**config.mk**
```make
export PLATFORM = sky130hd
export DESIGN_NAME = regfile_scheduler
export DESIGN_NICKNAME = d
export VERILOG_FILES = /design/src/rtl/regfile_scheduler_pkg.sv /design/src/rtl/rr_arbiter2.sv /design/src/rtl/regfile_scheduler.sv
export SDC_FILE = /design/constraint.sdc
export NUM_CORES = 1
export LEC_CHECK = 0
export ABC_AREA = 1
export CELL_PAD_IN_SITES_DETAIL_PLACEMENT = 0
export CELL_PAD_IN_SITES_GLOBAL_PLACEMENT = 1
export CORE_MARGIN = 4
export CORE_UTILIZATION = 15
export CTS_CLUSTER_DIAMETER = 50
export DETAILED_ROUTE_END_ITERATION = 12
export PLACE_DENSITY = 0.82
export SYNTH_ARGS = -nofsm -noshare
export SYNTH_HDL_FRONTEND = slang
export SYNTH_SLANG_ARGS = --single-unit
```
**constraint.sdc**
```tcl
create_clock -name clk -period 1.6 [get_ports clk]
set_input_delay 0.16 -clock clk [delete_from_list [all_inputs] [get_ports clk]]
set_output_delay 0.16 -clock clk [all_outputs]
set_load 0.01 [all_outputs]
```
**src/rtl/regfile_scheduler_pkg.sv**
```systemverilog
// Shared widths, FSM states and requester ids for the register-file port scheduler.
// Pure declarations: no logic, no latency, no backpressure.
package regfile_scheduler_pkg;

  localparam int ADDR_W = 5;
  localparam int DATA_W = 32;

  typedef enum logic {
    SCRUB,
    RUN
  } state_t;

  typedef enum logic [1:0] {
    WB0,
    WB1,
    RD
  } req_id_t;

endpackage

```
**src/rtl/rr_arbiter2.sv**
```systemverilog
// Two-way round-robin arbiter; combinational grant, registered priority pointer.
// Pointer advances only when the caller actually consumes the grant (update=1).
module rr_arbiter2
  import regfile_scheduler_pkg::*;
(
  input  logic clk,
  input  logic rst,
  input  logic req0,
  input  logic req1,
  input  logic update,
  output logic gnt0,
  output logic gnt1
);

  // prio_q names the requester that wins the next tie.
  req_id_t prio_q;

  always_comb begin
    gnt0 = 1'b0;
    gnt1 = 1'b0;
    if (req0 && req1) begin
      gnt0 = (prio_q == WB0);
      gnt1 = (prio_q != WB0);
    end else begin
      gnt0 = req0;
      gnt1 = req1;
    end
  end

  always_ff @(posedge clk) begin
    if (!rst) begin
      prio_q <= WB0;
    end else if (update && (gnt0 || gnt1)) begin
      prio_q <= gnt0 ? WB1 : WB0;
    end
  end

endmodule

```
**src/rtl/regfile_scheduler.sv**
```systemverilog
// Single-port register-file scheduler: zero-fill after reset, then one write or one read per cycle.
// Writes complete in the grant cycle; read data returns one cycle after rd_ready; readies are grants.
module regfile_scheduler #(
  parameter int DATA_W       = regfile_scheduler_pkg::DATA_W,
  parameter int ADDR_W       = regfile_scheduler_pkg::ADDR_W,
  parameter int STARVE_LIMIT = 4
) (
  input  logic              clk,
  input  logic              rst,
  input  logic              wb0_valid,
  input  logic [ADDR_W-1:0] wb0_addr,
  input  logic [DATA_W-1:0] wb0_data,
  output logic              wb0_ready,
  input  logic              wb1_valid,
  input  logic [ADDR_W-1:0] wb1_addr,
  input  logic [DATA_W-1:0] wb1_data,
  output logic              wb1_ready,
  input  logic              rd_valid,
  input  logic [ADDR_W-1:0] rd_ra,
  input  logic [ADDR_W-1:0] rd_rb,
  output logic              rd_ready,
  output logic              resp_valid,
  output logic [DATA_W-1:0] resp_a,
  output logic [DATA_W-1:0] resp_b,
  output logic              scrub_done,
  output logic              rf_write_enable,
  output logic [ADDR_W-1:0] rf_write_register,
  output logic [DATA_W-1:0] rf_busW,
  output logic [ADDR_W-1:0] rf_RA,
  output logic [ADDR_W-1:0] rf_RB,
  input  logic [DATA_W-1:0] rf_busA,
  input  logic [DATA_W-1:0] rf_busB
);

  import regfile_scheduler_pkg::*;

  localparam int              CNT_W      = $clog2(STARVE_LIMIT + 1);
  localparam logic [CNT_W-1:0] STARVE_MAX = CNT_W'(STARVE_LIMIT);

  state_t            state_q, state_d;
  logic [ADDR_W-1:0] scrub_ptr_q;
  logic [CNT_W-1:0]  starve_q;
  logic [ADDR_W-1:0] ra_hold_q, rb_hold_q;
  logic              ra_zero_q, rb_zero_q;
  logic              resp_valid_q, scrub_done_q;

  logic arb_gnt0, arb_gnt1;
  logic run, raw_block, forced_rd, wr_any, wr_grant, rd_grant;

  // Holding rst low suppresses every grant, so a read in flight at reset never responds.
  assign run = rst && (state_q == RUN);

  assign raw_block =
      (wb0_valid && (wb0_addr != '0) && ((wb0_addr == rd_ra) || (wb0_addr == rd_rb))) ||
      (wb1_valid && (wb1_addr != '0) && ((wb1_addr == rd_ra) || (wb1_addr == rd_rb)));

  assign forced_rd = rd_valid && (starve_q == STARVE_MAX) && !raw_block;
  assign wr_any    = wb0_valid || wb1_valid;
  assign wr_grant  = run && wr_any && !forced_rd;
  assign rd_grant  = run && rd_valid && (forced_rd || !wr_any);

  rr_arbiter2 u_arb (
    .clk    (clk),
    .rst    (rst),
    .req0   (wb0_valid),
    .req1   (wb1_valid),
    .update (wr_grant),
    .gnt0   (arb_gnt0),
    .gnt1   (arb_gnt1)
  );

  assign wb0_ready = wr_grant && arb_gnt0;
  assign wb1_ready = wr_grant && arb_gnt1;
  assign rd_ready  = rd_grant;

  always_comb begin
    state_d           = state_q;
    rf_write_enable   = 1'b0;
    rf_write_register = '0;
    rf_busW           = '0;
    case (state_q)
      SCRUB: begin
        if (rst) begin
          rf_write_enable   = 1'b1;
          rf_write_register = scrub_ptr_q;
          if (scrub_ptr_q == '1) state_d = RUN;
        end
      end
      RUN: begin
        // $0 writes are acknowledged but never reach the file.
        if (wb0_ready) begin
          rf_write_enable   = (wb0_addr != '0);
          rf_write_register = wb0_addr;
          rf_busW           = wb0_data;
        end else if (wb1_ready) begin
          rf_write_enable   = (wb1_addr != '0);
          rf_write_register = wb1_addr;
          rf_busW           = wb1_data;
        end
      end
      default: state_d = SCRUB;
    endcase
  end

  assign rf_RA = rd_grant ? rd_ra : ra_hold_q;
  assign rf_RB = rd_grant ? rd_rb : rb_hold_q;

  always_ff @(posedge clk) begin
    if (!rst) begin
      state_q      <= SCRUB;
      scrub_ptr_q  <= '0;
      starve_q     <= '0;
      ra_hold_q    <= '0;
      rb_hold_q    <= '0;
      ra_zero_q    <= 1'b0;
      rb_zero_q    <= 1'b0;
      resp_valid_q <= 1'b0;
      scrub_done_q <= 1'b0;
    end else begin
      state_q      <= state_d;
      resp_valid_q <= rd_grant;
      if (state_q == SCRUB) begin
        scrub_ptr_q <= scrub_ptr_q + 1'b1;
        if (scrub_ptr_q == '1) scrub_done_q <= 1'b1;
      end
      if (rd_grant) begin
        ra_hold_q <= rd_ra;
        rb_hold_q <= rd_rb;
        ra_zero_q <= (rd_ra == '0);
        rb_zero_q <= (rd_rb == '0);
      end
      if (!rd_valid || rd_grant) begin
        starve_q <= '0;
      end else if (wr_grant && (starve_q != STARVE_MAX)) begin
        starve_q <= starve_q + 1'b1;
      end
    end
  end

  // The file registered its read buses at the grant edge, so they are already stable here.
  assign resp_valid = resp_valid_q;
  assign resp_a     = (resp_valid_q && !ra_zero_q) ? rf_busA : '0;
  assign resp_b     = (resp_valid_q && !rb_zero_q) ? rf_busB : '0;
  assign scrub_done = scrub_done_q;

endmodule

```
==> results of run 1 <==
[worst max-delay path, stage by stage, from the launching register on]
cell       delay [ns]
dfxtp_2          0.33
inv_2            0.07
ha_4             0.14
nand2_4          0.05
nor2_4           0.10
nand3_4          0.11
nand2_4          0.09
inv_4            0.05
nand2_4          0.08
clkinv_8         0.08
clkbuf_16        0.17
nand2_2          0.06
nand2_2          0.05
buf_6            0.12
[cells in the mapped netlist]
library cell	instances	share of area
nand3_1	38	0.074
clkbuf_1	8	0.012
nand4_1	6	0.015
dfxtp_1	24	0.19
o21ai_1	1	0.0020
nand2_4	2	0.0088
inv_2	5	0.0073
nand3_4	1	0.0068
buf_4	6	0.018
nor3b_1	1	0.0029
nor2_1	83	0.12
buf_2	1	0.0020
inv_4	1	0.0024
inv_1	101	0.15
xnor2_1	4	0.014
nand2_2	4	0.0098
nor3_1	6	0.012
a21oi_1	18	0.035
a31oi_1	1	0.0024
clkinv_1	1	0.0015
clkinv_2	1	0.0020
xor2_1	2	0.0068
nand2_1	188	0.28
buf_6	2	0.0088
ha_1	4	0.020
a21oi_2	1	0.0034
nand3b_1	1	0.0029
[where the power goes]
group	total, W	internal (W)	switching, W
clock	0.000728	0.000498	0.000230
combinational	0.000658	0.000416	0.000242
sequential	0.000611	0.000603	0.00000804
total	0.00200	0.00152	0.000480
[final timing paths]
check                    from      endpoint  slack [ns]  depth (start not counted)
setup / recovery  starve_q[0]   rf_busW[29]       -0.32                         13
hold / removal       rd_ra[0]  ra_hold_q[0]        0.22                          3
setup reg to reg  starve_q[0]   starve_q[0]        0.05                         11
hold reg to reg     ra_zero_q     ra_zero_q        0.47                          2
[final cells by class]
type	count	share of cell area
inverter	109	0.0682
timing repair buffer	348	0.498
clock buffer	3	0.0119
multi-input combinational	362	0.297
tap	220	0.0435
sequential	24	0.0763
clock inverter	1	0.00474
[routing by layer]
layer  vias up  routed length [um]  part of all wire
met3        12                 741             0.053
met2       133                7390              0.53
met5         -                   0                 0
li1       2174                   -                 -
met4         0                 161             0.012
met1      1772                5640              0.41
[logic make-up (layout without fill, tap and decap cells)]
| group | Yosys count | count (layout) | share of synthesized area |
|---|---|---|---|
| and+or+nand+nor | 330 | 331 | 0.529 |
| buffers and inverters | 126 | 461 | 0.201 |
| DFF | 24 | 24 | 0.187 |
| AOI/OAI and AO/OA | 21 | 21 | 0.0429 |
| xor gates and xnor gates | 6 | 6 | 0.0205 |
| adders and majority gates | 4 | 4 | 0.0195 |
[metrics by stage]
| stage | TNS (ns) | utilization | cells | total power, W | hold WS [ns] |
|---|---|---|---|---|---|
| finish | -14.24 | 0.380 | 1067 | 0.00200 | 0.220 |
| global route | -18.79 | 0.380 | 1067 | 0.00208 | 0.233 |
| CTS | -15.46 | 0.367 | 1062 | 0.00200 | 0.242 |
| detailed placement | -59.80 | 0.361 | 1049 | 0.00127 | 0.460 |
| global placement | -59.56 | 0.361 | 1049 | 0.00127 | 0.458 |
| floorplan | 0 | - | 511 | 0.000766 | 0.267 |
[registers in the layout (all words and copies together) (netlist names)]
| register | cells |
|---|---|
| ra_hold_q | 5 |
| rb_hold_q | 5 |
| scrub_ptr_q | 5 |
| starve_q | 3 |
| ra_zero_q | 1 |
| rb_zero_q | 1 |
| resp_valid | 1 |
| scrub_done | 1 |
| state_q | 1 |
| u_arb.prio_q | 1 |
[repair_timing]
action	in CTS	in global routing
gates resized for setup	385	87
gates cloned	3	1
pin swaps	24	27
setup buffers	6	4
endpoints found under the setup margin	131	59
==> impl_metrics.yaml, run 1 <==
sta:
  clock.fmax_ghz: 0.520
  finalSetupViolations: 51
  finalMaxSlewViolations: 0
  tightest_slew_ns: 0.308
  clock_skew_ns: 0.00313
  finalHoldViolations: 0
  period_minus_slack_ns: 1.92
  rsz0062_at_grt: "yes"
  finalCritPeriodShare: 1.20
  finalWorstSetupSlack_ns: -0.321
  slew_headroom: 0.793
routing:
  drtAntennaViolNets: 0
  drc: 0
  routed_wl_um: 13900
  avgViaCountPerCell: 3.83
  vias: 4091
  wl_per_cell_um: 13.1
  drtPass1Iterations: 4
  drtIter0Drc: 179
clock_network:
  clkLatencyLatePin_ns: 0.26
  cts_tree: "yes"
  cts_htree_levels: 1
  postCtsHoldBufs: 0
  clkTransAtPathRegs_ns: 0.07
  clockBufferDepth: 2
  root_buffer: "clkbuf_16"
  clock_sinks: 24
  cts-buffers-inserted: 3
worst_setup_path:
  worstPathRequired_ns: 1.44
  cp-end-kind: "primary output"
  worstPathMaxFanout: 5
  crit_type: "flop to primary output"
  worstPathArrival_ns: 1.76
  critPathLaunchType: "flop"
power:
  p_per_area_mw_per_mm2: 315
  ir_worst_vdd_mv: 0.389
  p_leak_nw: 3.68
layout:
  seq_area_um2: 483
  diodes: 0
  final_layout_size_suffix_gt1_frac: 0.283
  multi_input_area_mm2: 0.00188
  nets: 1005
  final_cell_area_mm2: 0.00633
  n_fill_cell: 1783
  layout_common_cells: "140 x nand2_1, 134 x clkdlybuf4s50_1, 96 x inv_1"
  final_common_cell: "nand2_1"
  area_growth_syn_to_layout_pct: 147
place:
  dpl.hpwl_um: 11500
  dpl_worst_slack_ns: -1.06
  numPortBuffers: 269
  place.gp.congestion: 0.883
  place_area_mm2: 0.00600
floorplan:
  die_x_um: 139
  rows: 47
  pin_count: 270
  die_area_mm2: 0.0192
  initial_core_util: 0.154
  core_mm2: 0.0166
  die_h_um: 139
job:
  drv_cap: 0
yosys:
  avgSynthCellArea_um2: 5.02
  syn_inst: 511
  synth_nets: 668
  synth_warnings: 0
  ys_seq_area_frac: 0.187
  synth_seq_cells: 24
  synth_cell_types: 27
  syn_area_mm2: 0.00256
grt:
  grt_pass1_vias: 3828
  grt_pass1_wl_um: 21000
  grtUsageTotal: 0.133
  met2_usage: 0.250
  grt_util_met3: 0.0197
  grt_max_degree: 33
  antenna_found_initial: 0
  gr-total-overflow: 0
  use_met1: 0.161
  busiest_layer: "met2"
hold_path:
  hold_class: "primary input to flop"
outcome:
  violations: "setup timing"
  outcome: "finished with violations"
No activity file was read; power rests on OpenSTA's default activity.
==> run 2, diff against run 1 <==
Clock period 1.6 ns to 1.7 ns, I/O delays scaled along.
==> impl_metrics.yaml, run 2 (synthesis results as in run 1) <==
outcome:
  outcome: "finished with violations"
  violations: "setup timing"
grt:
  antenna_found_initial: 1
  grt_max_degree: 33
  gr-total-overflow: 0
  grt_pass1_wl_um: 22300
  grtUsageTotal: 0.141
  grt_pass1_vias: 4133
power:
  p_leak_nw: 3.87
  p_per_area_mw_per_mm2: 265
  ir_worst_vdd_mv: 0.340
worst_setup_path:
  critPathLaunchType: "flop"
  max_stage_delay_ns: 0.32
  cp-end-kind: "primary output"
  slowest_stage: "dfxtp_2"
  cp_common_cell: "nand2_4"
  crit_chain: "inv_2 -> ha_4 -> nand2_4 -> nor2_4 -> nand3_4 -> nand2_4 -> inv_6 -> nand2_4 -> inv_8 -> buf_6 -> buf_16 -> nand2_2 -> nand2_2 -> buf_6"
  worstPathRequired_ns: 1.53
  worstPathArrival_ns: 1.82
  crit_type: "flop to primary output"
  worstPathMaxFanout: 7
  reg2reg_depth: 14
sta:
  rsz0062_at_grt: "yes"
  tightest_slew_ns: 0.324
  clock_skew_ns: 0.00437
  finalMaxSlewViolations: 0
  finalWorstSetupSlack_ns: -0.294
  finalSetupViolations: 56
  clock.fmax_ghz: 0.501
  slew_headroom: 0.784
  period_minus_slack_ns: 1.99
  finalHoldViolations: 0
  finalCritPeriodShare: 1.17
layout:
  multi_input_area_mm2: 0.00209
  reg.largest.list: "ra_hold_q: 5 flops, rb_hold_q: 5 flops, scrub_ptr_q: 5 flops"
  seq_area_um2: 483
  final_common_cell: "clkdlybuf4s50_1"
  final_layout_size_suffix_gt1_frac: 0.351
  layout_common_cells: "134 x clkdlybuf4s50_1, 114 x nand2_1, 91 x inv_1"
  utilization: 0.410
  nets: 1028
  n_fill_cell: 1718
  fin_cells: 1091
  area_growth_syn_to_layout_pct: 166
place:
  dpl.hpwl_um: 11300
  dp.cells: 1051
  numPortBuffers: 269
  place.gp.congestion: 0.847
clock_network:
  cts-buffers-inserted: 3
  clkLatencyLatePin_ns: 0.26
  clock_sinks: 24
  clockBufferDepth: 2
  cts_tree: "yes"
  clkTransAtPathRegs_ns: 0.07
  cts_htree_levels: 1
  root_buffer: "clkbuf_16"
  postCtsHoldBufs: 0
hold_path:
  holdPathStages: 3
  hold_class: "primary input to flop"
floorplan:
  initial_core_util: 0.154
  die_h_um: 139
  die_x_um: 139
  die_area_mm2: 0.0192
  core_mm2: 0.0166
  pin_count: 270
  rows: 47
routing:
  wl_per_cell_um: 13.6
  avgViaCountPerCell: 3.88
  drtPass1Iterations: 4
  routed_wl_um: 14800
  vias: 4229
  drc: 0
  drtIter0Drc: 118
  drtAntennaViolNets: 0
job:
  drv_cap: 0
## run 2: final cells by class
| type | instances | share of cell area |
|---|---|---|
| Clock buffer | 4 | 0.0130 |
| Antenna cell | 1 | 0.000367 |
| Timing Repair Buffer | 372 | 0.506 |
| Sequential cell | 24 | 0.0708 |
| Inverter | 109 | 0.0633 |
| Multi-Input combinational cell | 361 | 0.306 |
| Tap cell | 220 | 0.0403 |
## run 2: final timing paths
kind | startpoint | end | slack, ns
setup reg to reg | starve_q[0] | rb_hold_q[4] | -0.03
hold reg to reg | rb_zero_q | rb_zero_q | 0.46
setup / recovery | starve_q[0] | rf_busW[30] | -0.29
hold / removal | rd_ra[2] | ra_hold_q[2] | 0.25
## run 2: critical path, delay by kind of cell (launching register included)
family	cells	cell delay [ns]
buffers and inverters	6	0.55
AND/OR/NAND/NOR	7	0.54
adder cells (fa/ha/maj)	1	0.13
flip-flops	1	0.32
## run 2: report_power, final
group,internal [W],total (W),leakage [nW],switching [W]
clock,0.000360,0.000571,0.0442,0.000211
combinational,0.000411,0.000658,3.63,0.000247
sequential,0.000568,0.000576,0.195,0.00000762
## run 2: stage by stage
stage	total power, W	area, um^2	setup TNS (ns)	setup WS (ns)	hold slack [ns]
6_report	0.00181	6820	-10.10	-0.294	0.247
3_3_place_gp	0.00120	5990	-58.36	-1.04	0.453
3_5_place_dp	0.00120	5990	-57.16	-1.02	0.454
2_1_floorplan	0.000720	2560	0	0.0646	0.277
5_1_grt	0.00191	6820	-15.12	-0.382	0.262
4_1_cts	0.00181	6500	-12.51	-0.314	0.244
## run 2: routing by layer
metal / vias up / wire length (um) / global-route usage
li1: 2223 / - / -
met1: 1864 / 6050 / 0.170
met2: 122 / 7860 / 0.263
met3: 20 / 596 / 0.0207
met4: 0 / 310 / 0.0319
met5: - / 0 / 0
## run 2: what timing repair did
item,4_1_cts,5_1_grt
buffers inserted,31,12
gates cloned,6,0
setup endpoints to repair,129,61
pin swaps,37,41
endpoints found under the hold margin,0,0
gates resized for setup,449,129
==> run 3, diff against run 2 <==
Settings changed: PLACE_DENSITY 0.82 to 0.81, SLEW_MARGIN set to 0.
==> impl_metrics.yaml, run 3 (synthesis results as in run 1) <==
clock_network:
  cts_tree: "yes"
  clkTransAtPathRegs_ns: 0.07
  clock_sinks: 24
  clkLatencyLatePin_ns: 0.26
  clockBufferDepth: 2
  cts_htree_levels: 1
  postCtsHoldBufs: 0
  cts-buffers-inserted: 3
  root_buffer: "clkbuf_16"
worst_setup_path:
  crit_type: "flop to primary output"
  reg2reg_depth: 12
  crit_start: "starve_q[1]"
  cp_common_cell: "nand2_4"
  slowest_stage: "dfxtp_2"
  worstReg2RegEnd: "starve_q[0]"
  path_delay_family: "buffers and inverters"
  ff2ff_setup_slack_ns: 0.08
  critPathLaunchType: "flop"
  worstPathMaxFanout: 7
  crit_chain: "inv_2 -> ha_4 -> nand2_4 -> nor2_4 -> nand3_4 -> nand2_4 -> inv_6 -> nand2_4 -> inv_8 -> buf_12 -> buf_16 -> nand2_2 -> nand2_1 -> buf_2"
  cp-end-kind: "primary output"
  reg2reg_from: "starve_q[1]"
  worstPathRequired_ns: 1.53
  crit_cells: 14
  path_buf_inv: 6
  max_stage_delay_ns: 0.32
  worstPathArrival_ns: 1.78
power:
  p_switching_w: 0.000466
  total_power_w: 0.00191
  ir_worst_vdd_mv: 0.322
  p_comb_frac: 0.340
  p_leak_nw: 3.66
  p_seq_frac: 0.301
  clkPwrFrac: 0.359
  p_int_w: 0.00144
  swShare: 0.244
  p_per_area_mw_per_mm2: 295
layout:
  layout_common_cells: "146 x nand2_1, 130 x clkdlybuf4s50_1, 89 x inv_1"
  n_fill_cell: 1762
  fin_cells: 1074
  area_growth_syn_to_layout_pct: 153
  reg.largest.list: "ra_hold_q: 5 flops, rb_hold_q: 5 flops, scrub_ptr_q: 5 flops"
  final_common_cell: "nand2_1"
  nets: 1012
  diodes: 0
  final_layout_size_suffix_gt1_frac: 0.299
sta:
  whs_ns: 0.222
  finalMaxSlewViolations: 0
  finalSetupViolations: 51
  finalHoldViolations: 0
  finalCritPeriodShare: 1.14
  rsz0062_at_grt: "yes"
  clock.fmax_ghz: 0.514
  period_minus_slack_ns: 1.95
  clock_skew_ns: 0.00610
  setup_tns_ns: -7.78
  finalWorstSetupSlack_ns: -0.246
  slew_headroom: 0.852
  tightest_slew_ns: 0.222
grt:
  grt_max_degree: 33
  antenna_found_initial: 0
  grt_pass1_vias: 3898
  grt_pass1_wl_um: 21200
  use_met1: 0.155
  met2_usage: 0.258
  grtUsageTotal: 0.134
  grt_util_met3: 0.0207
  busiest_layer: "met2"
  gr-total-overflow: 0
outcome:
  outcome: "finished with violations"
  violations: "setup timing"
routing:
  vias: 4141
  drtAntennaViolNets: 0
  drc: 0
  drtPass1Iterations: 5
  drtIter0Drc: 141
  avgViaCountPerCell: 3.86
  routed_wl_um: 14100
  wl_per_cell_um: 13.1
floorplan:
  rows: 47
  pin_count: 270
  initial_core_util: 0.154
  core_mm2: 0.0166
  die_area_mm2: 0.0192
  die_h_um: 139
  die_x_um: 139
hold_path:
  whs_endpoint: "ra_hold_q[0]"
  hold_class: "primary input to flop"
  min_from: "rd_ra[0]"
  holdPathStages: 3
place:
  dpl_worst_slack_ns: -1.00
  numPortBuffers: 269
  place.gp.congestion: 0.885
  dpl.hpwl_um: 11200
  dp.cells: 1042
job:
  drv_cap: 0
==> run 3: cell types whose count changed in the layout (fill, tap and decap cells not counted), sizes merged <==
cell	delta
clkbuf	+1
dlygate4sd2	+3
dlymetal6s2s	+1
diode	-1
buf	-18
inv	-1
clkdlybuf4s50	-4
clkinv	+1
bufinv	+1
==> run 3: per-layer routing <==
layer  up-vias  routed length, um  part of all wire
met5         -                  0                 0
met4         0                236             0.017
met3        19                726             0.051
met2       127               7510              0.53
met1      1809               5640              0.40
li1       2186                  -                 -
==> run 3: worst max-delay path by stage <==
| stage | slack [ns] | end |
|---|---|---|
| global route | -0.32 | rf_busW[28] |
| detailed placement | -1.00 | rf_busW[26] |
| floorplan | 0.06 | rf_busW[10] |
| CTS | -0.30 | rf_busW[1] |
| finish | -0.25 | rf_busW[28] |
| global placement | -1.00 | rf_busW[23] |
==> run 3: final cells by class <==
class / instances / area [um^2] / share of cell area
multi-input combinational: 361 / 1900 / 0.293
timing repair buffer: 356 / 3280 / 0.506
clock buffer: 3 / 75.1 / 0.0116
tap: 220 / 275 / 0.0425
clock inverter: 1 / 30.0 / 0.00464
sequential: 24 / 483 / 0.0746
inverter: 109 / 434 / 0.0670
==> run 3: worst min-delay path, cell delays in order <==
cell	delay [ns]
buf_4	0.13
nand3_2	0.08
a21oi_1	0.06
==> run 3: power groups by stage <==
stage,clock network (W),registers (W),logic [W]
CTS,0.000705,0.000575,0.000624
global placement,0,0.000588,0.000611
floorplan,0,0.000586,0.000134
global route,0.000721,0.000577,0.000702
finish,0.000686,0.000575,0.000649
detailed placement,0,0.000588,0.000610
==> run 3: through the flow <==
stage          instance area (um^2)  utilization
6_report                       6480        0.389
5_1_grt                        6480        0.389
4_1_cts                        6270        0.377
3_5_place_dp                   5930        0.357
3_3_place_gp                   5930        0.357
2_1_floorplan                  2560            -
==> run 3: what timing repair did <==
action	in CTS	in global routing
buffers inserted	22	7
resized for setup	418	96
pin swaps	24	23
endpoints found under the hold margin	0	0
setup endpoints to repair	130	54
cloned	3	0
